$ cat src/rtl/cereal_rx.sv
// cereal_rx: oversampling 8N1 UART receiver feeding the tweetboard store path.
// Synchronises the raw line, confirms the start bit at mid-bit, samples each
// data bit at mid-bit, and hands bytes over through a one-entry holding
// register with a valid/ready handshake. Framing errors and overruns are
// reported as one-cycle pulses.
module cereal_rx #(
  parameter int CLKS_PER_BIT = 5207,
  parameter int CNT_W        = 13
) (
  input  logic       sysclk,
  input  logic       reset,
  input  logic       serialIn,
  output logic [7:0] rx_data,
  output logic       rx_valid,
  input  logic       rx_ready,
  output logic       rx_busy,
  output logic       frame_err,
  output logic       overrun
);

  typedef enum logic [2:0] {
    IDLE,
    START,
    DATA,
    STOP,
    BREAK
  } state_t;

  localparam logic [CNT_W-1:0] HALF_M1 = CNT_W'(CLKS_PER_BIT / 2 - 1);
  localparam logic [CNT_W-1:0] FULL_M1 = CNT_W'(CLKS_PER_BIT - 1);

  state_t           state;
  logic             sync1;
  logic             rx_s;
  logic [CNT_W-1:0] clk_cnt;
  logic [2:0]       bit_idx;
  logic [7:0]       shreg;
  logic             deliver_pend;

  // Two-flop synchroniser; the line idles high so both flops reset to 1.
  always_ff @(posedge sysclk or negedge reset) begin
    if (!reset) begin
      sync1 <= 1'b1;
      rx_s  <= 1'b1;
    end else begin
      sync1 <= serialIn;
      rx_s  <= sync1;
    end
  end

  // Frame FSM: start check at half a bit, data and stop sampled at mid-bit.
  always_ff @(posedge sysclk or negedge reset) begin
    if (!reset) begin
      state        <= IDLE;
      clk_cnt      <= '0;
      bit_idx      <= 3'd0;
      shreg        <= 8'h00;
      rx_busy      <= 1'b0;
      frame_err    <= 1'b0;
      deliver_pend <= 1'b0;
    end else begin
      frame_err    <= 1'b0;
      deliver_pend <= 1'b0;
      case (state)
        IDLE: begin
          clk_cnt <= '0;
          bit_idx <= 3'd0;
          if (!rx_s) begin
            state   <= START;
            rx_busy <= 1'b1;
          end
        end
        START: begin
          if (clk_cnt == HALF_M1) begin
            clk_cnt <= '0;
            if (!rx_s) begin
              state <= DATA;
            end else begin
              state   <= IDLE;
              rx_busy <= 1'b0;
            end
          end else begin
            clk_cnt <= clk_cnt + CNT_W'(1);
          end
        end
        DATA: begin
          if (clk_cnt == FULL_M1) begin
            clk_cnt <= '0;
            shreg   <= {rx_s, shreg[7:1]};
            bit_idx <= bit_idx + 3'd1;
            if (bit_idx == 3'd7) begin
              state <= STOP;
            end
          end else begin
            clk_cnt <= clk_cnt + CNT_W'(1);
          end
        end
        STOP: begin
          if (clk_cnt == FULL_M1) begin
            clk_cnt <= '0;
            if (rx_s) begin
              state        <= IDLE;
              rx_busy      <= 1'b0;
              deliver_pend <= 1'b1;
            end else begin
              state     <= BREAK;
              frame_err <= 1'b1;
            end
          end else begin
            clk_cnt <= clk_cnt + CNT_W'(1);
          end
        end
        BREAK: begin
          clk_cnt <= '0;
          if (rx_s) begin
            state   <= IDLE;
            rx_busy <= 1'b0;
          end
        end
        default: begin
          state   <= IDLE;
          clk_cnt <= '0;
          rx_busy <= 1'b0;
        end
      endcase
    end
  end

  // Holding register: accept a finished byte if empty or drained this cycle.
  always_ff @(posedge sysclk or negedge reset) begin
    if (!reset) begin
      rx_data  <= 8'h00;
      rx_valid <= 1'b0;
      overrun  <= 1'b0;
    end else begin
      overrun <= 1'b0;
      if (deliver_pend) begin
        if (!rx_valid || rx_ready) begin
          rx_data  <= shreg;
          rx_valid <= 1'b1;
        end else begin
          overrun <= 1'b1;
        end
      end else if (rx_valid && rx_ready) begin
        rx_valid <= 1'b0;
      end
    end
  end

endmodule

$ cat config.mk
export PLATFORM = sky130hd
export DESIGN_NAME = cereal_rx
export DESIGN_NICKNAME = d
export VERILOG_FILES = /design/src/rtl/cereal_rx.sv
export SDC_FILE = /design/constraint.sdc
export NUM_CORES = 1
export LEC_CHECK = 0
export CAP_MARGIN = 30
export CORE_MARGIN = 2
export CORE_UTILIZATION = 45
export CTS_BUF_LIST = sky130_fd_sc_hd__clkbuf_8
export DETAILED_ROUTE_END_ITERATION = 6
export HOLD_SLACK_MARGIN = 0.12
export PLACE_DENSITY = 0.68
export SETUP_SLACK_MARGIN = 0.2
export SYNTH_ARGS = -nofsm -noshare
export SYNTH_HDL_FRONTEND = slang
export SYNTH_SLANG_ARGS = --single-unit
export TNS_END_PERCENT = 100
$ cat constraint.sdc
create_clock -name sysclk -period 2.5 [get_ports sysclk]
set_input_delay 0.5 -clock sysclk [delete_from_list [all_inputs] [get_ports sysclk]]
set_output_delay 0.5 -clock sysclk [all_outputs]
set_load 0.02 [all_outputs]
==> results.tsv <==
metric	value	unit
status	completed	
post_drt_via_cell_ratio	5.36	
yosys_warnings	0	
synth_area	1950	um2
routed_wl	3.37	mm
dr.pass1.iters	4	
p_leak	1.02	nW
htreeDepth	2	
regArea	1050	um2
fp.dieH	69.9	um
synth-main-ff-cell	dfrtp_1	
drc	0	
skew	0.00413	ns
drt-initial-drc-count	44	
synthArstFlopShare	100	%
grt_pass1_vias	1295	
fin_hold_ws	0.327	ns
fp-row-count	23	
endpoint_kind	flip-flop	
coreArea	4090	um2
vias	1260	
period_share	88.3	%
worstSetupPathType	reg -> reg	
final_nets	192	
grt_max_degree	43	
die-width	69.9	um
ys_ff_latch	42	
cts_root_buf	clkbuf_8	
rsz0062_at_grt	no	
slew_viol_final	0	
worstMarginPinSlew	0.905	ns
clock_latency	0.30	ns
mostFrequentLayoutCells	40 x dfrtp_1, 14 x clkdlybuf4s50_1, 12 x nor2_1	
synthDistinctLibCells	37	
worstPathArrival	2.39	ns
final-hold-violation-count	0	
io_pins	16	
cap_violations	0	
postCtsHoldBufs	0	
nFillCells	349	
grt_pass1_wl	6.04	mm
ys_seq_area_share	54.0	%
fmax	0.453	GHz
ctsResizeCount	0	
max_slew_margin	39.7	%
post_cts_buffers	0	
grt-ovfl-total	0	
drive_above_1_share	18.9	%
critPathRequiredTime	2.68	ns
area_growth	15.3	%
post-dp-hpwl	2.29	mm
avgSynthCellArea	11.7	um2
synth_cells	167	
crit_path_max_fanout	13	
p_per_area	550	nW/um2
multi_input_area	838	um2
fin_crit	2.21	ns
finalSetupViolations	0	
clockBufferDepth	2	
peakVddDrop	0.000629	V
place.gp.congestion	0.824	
crit_path_start_kind	flip-flop	
grt_usage	15.9	%
cts_buffers	5	
io_buffer_count	15	
tns	0	ns
cts_tree	done	
wire_per_inst	14.3	um
path_clk_slew	0.08	ns
postRouteAntennaNets	0	
layout_commonest_cell	dfrtp_1	
antenna_found_initial	0	
min_path_type	in -> async	
syn_nets	175	
clock-sinks	42	
synth_edf_count	0	
die_area	4880	um2
start_util	47.8	%
antenna_cells	0	
## logic make-up (layout without fill, tap and decap cells)
family / count (synthesis) / count (layout) / share of synthesized area (%)
xor+xnor: 11 / 11 / 4.94
simple gates: 69 / 69 / 21.3
compound gates: 11 / 11 / 3.97
flops: 42 / 42 / 54.0
buf+inv: 13 / 31 / 3.46
fa+ha+maj: 4 / 4 / 2.56
mux: 17 / 17 / 9.74
## sequential cells by signal, indices dropped and copies added, names as in the netlist
register	flops
clk_cnt	13
rx_data	8
shreg	8
bit_idx	3
state	3
deliver_pend	1
frame_err	1
overrun	1
rx_busy	1
rx_s	1
rx_valid	1
sync1	1
## synth_stat cells, types with 2 or more instances
| master | instances | area [um2] |
|---|---|---|
| inv_1 | 7 | 26.3 |
| nor3_1 | 2 | 10.0 |
| mux2_2 | 8 | 90.1 |
| dfrtp_1 | 40 | 1000 |
| clkbuf_1 | 4 | 15.0 |
| nand3_1 | 11 | 55.1 |
| nand4_1 | 3 | 18.8 |
| nor2_1 | 12 | 45.0 |
| xor2_1 | 2 | 17.5 |
| nand2_1 | 7 | 26.3 |
| mux2_1 | 8 | 90.1 |
| xnor2_1 | 9 | 78.8 |
| nand2b_1 | 4 | 25.0 |
| nor2_2 | 10 | 62.6 |
| dfstp_2 | 2 | 52.6 |
| ha_1 | 4 | 50.1 |
| nand4b_1 | 3 | 26.3 |
| nor2b_1 | 3 | 18.8 |
| a21oi_1 | 2 | 10.0 |
| nor4_1 | 5 | 31.3 |
| o21ai_0 | 4 | 20.0 |
| a31oi_1 | 2 | 12.5 |
## final timing paths
path                                 start            to  slack, ns  cells past startpoint
worst max-delay path            clk_cnt[0]   clk_cnt[12]       0.29                      7
worst min register to register       sync1          rx_s       0.37                      0
min in group sysclk                  sync1          rx_s       0.37                      0
worst min-delay path                 reset  deliver_pend       0.33                      1
worst max register to register  clk_cnt[0]   clk_cnt[12]       0.29                      7
max in group asynchronous            reset   clk_cnt[11]       1.61                      1
## critical path: stages, from the launching register on
cell     delay [ns]
dfrtp_1        0.43
inv_1          0.07
ha_1           0.13
or3b_4         0.41
or4_4          0.55
a22oi_4        0.21
buf_6          0.20
nor2_1         0.09
## metal layers
metal / wire length [um] / track usage [%] / up-vias / part of all wire (%)
met5: 0 / 0 / - / 0
met4: 42 / 7.05 / 0 / 1.2
met3: 143 / 4.76 / 4 / 4.2
met2: 1610 / 24.0 / 26 / 48
met1: 1570 / 21.1 / 616 / 47
li1: - / - / 614 / -
## cell type report
type | count | share of cell area (%)
Clock inverter | 3 | 1.95
Tap cell | 50 | 2.78
Clock buffer | 5 | 3.06
Multi-Input combinational cell | 112 | 37.3
Timing Repair Buffer | 16 | 6.95
Inverter | 7 | 1.17
Sequential cell | 42 | 46.8
## metrics by stage
stage               setup slack [ns]  std cells  util [%]  total power, mW  instance area [um2]
finish                         0.292        235      55.1             1.24                 2250
floorplan                      0.350        167         -            0.697                 1950
global placement               0.323        227      52.0            0.714                 2130
detailed placement             0.276        227      52.0            0.715                 2130
global route                   0.215        235      55.1             1.29                 2250
CTS                            0.228        235      54.8             1.26                 2240
## power breakdown
| group | switching [mW] | internal (mW) |
|---|---|---|
| Sequential | 0.00218 | 0.682 |
| Clock | 0.238 | 0.299 |
| Combinational | 0.0131 | 0.00364 |
Note: power is estimated with default switching activity, not from simulation.
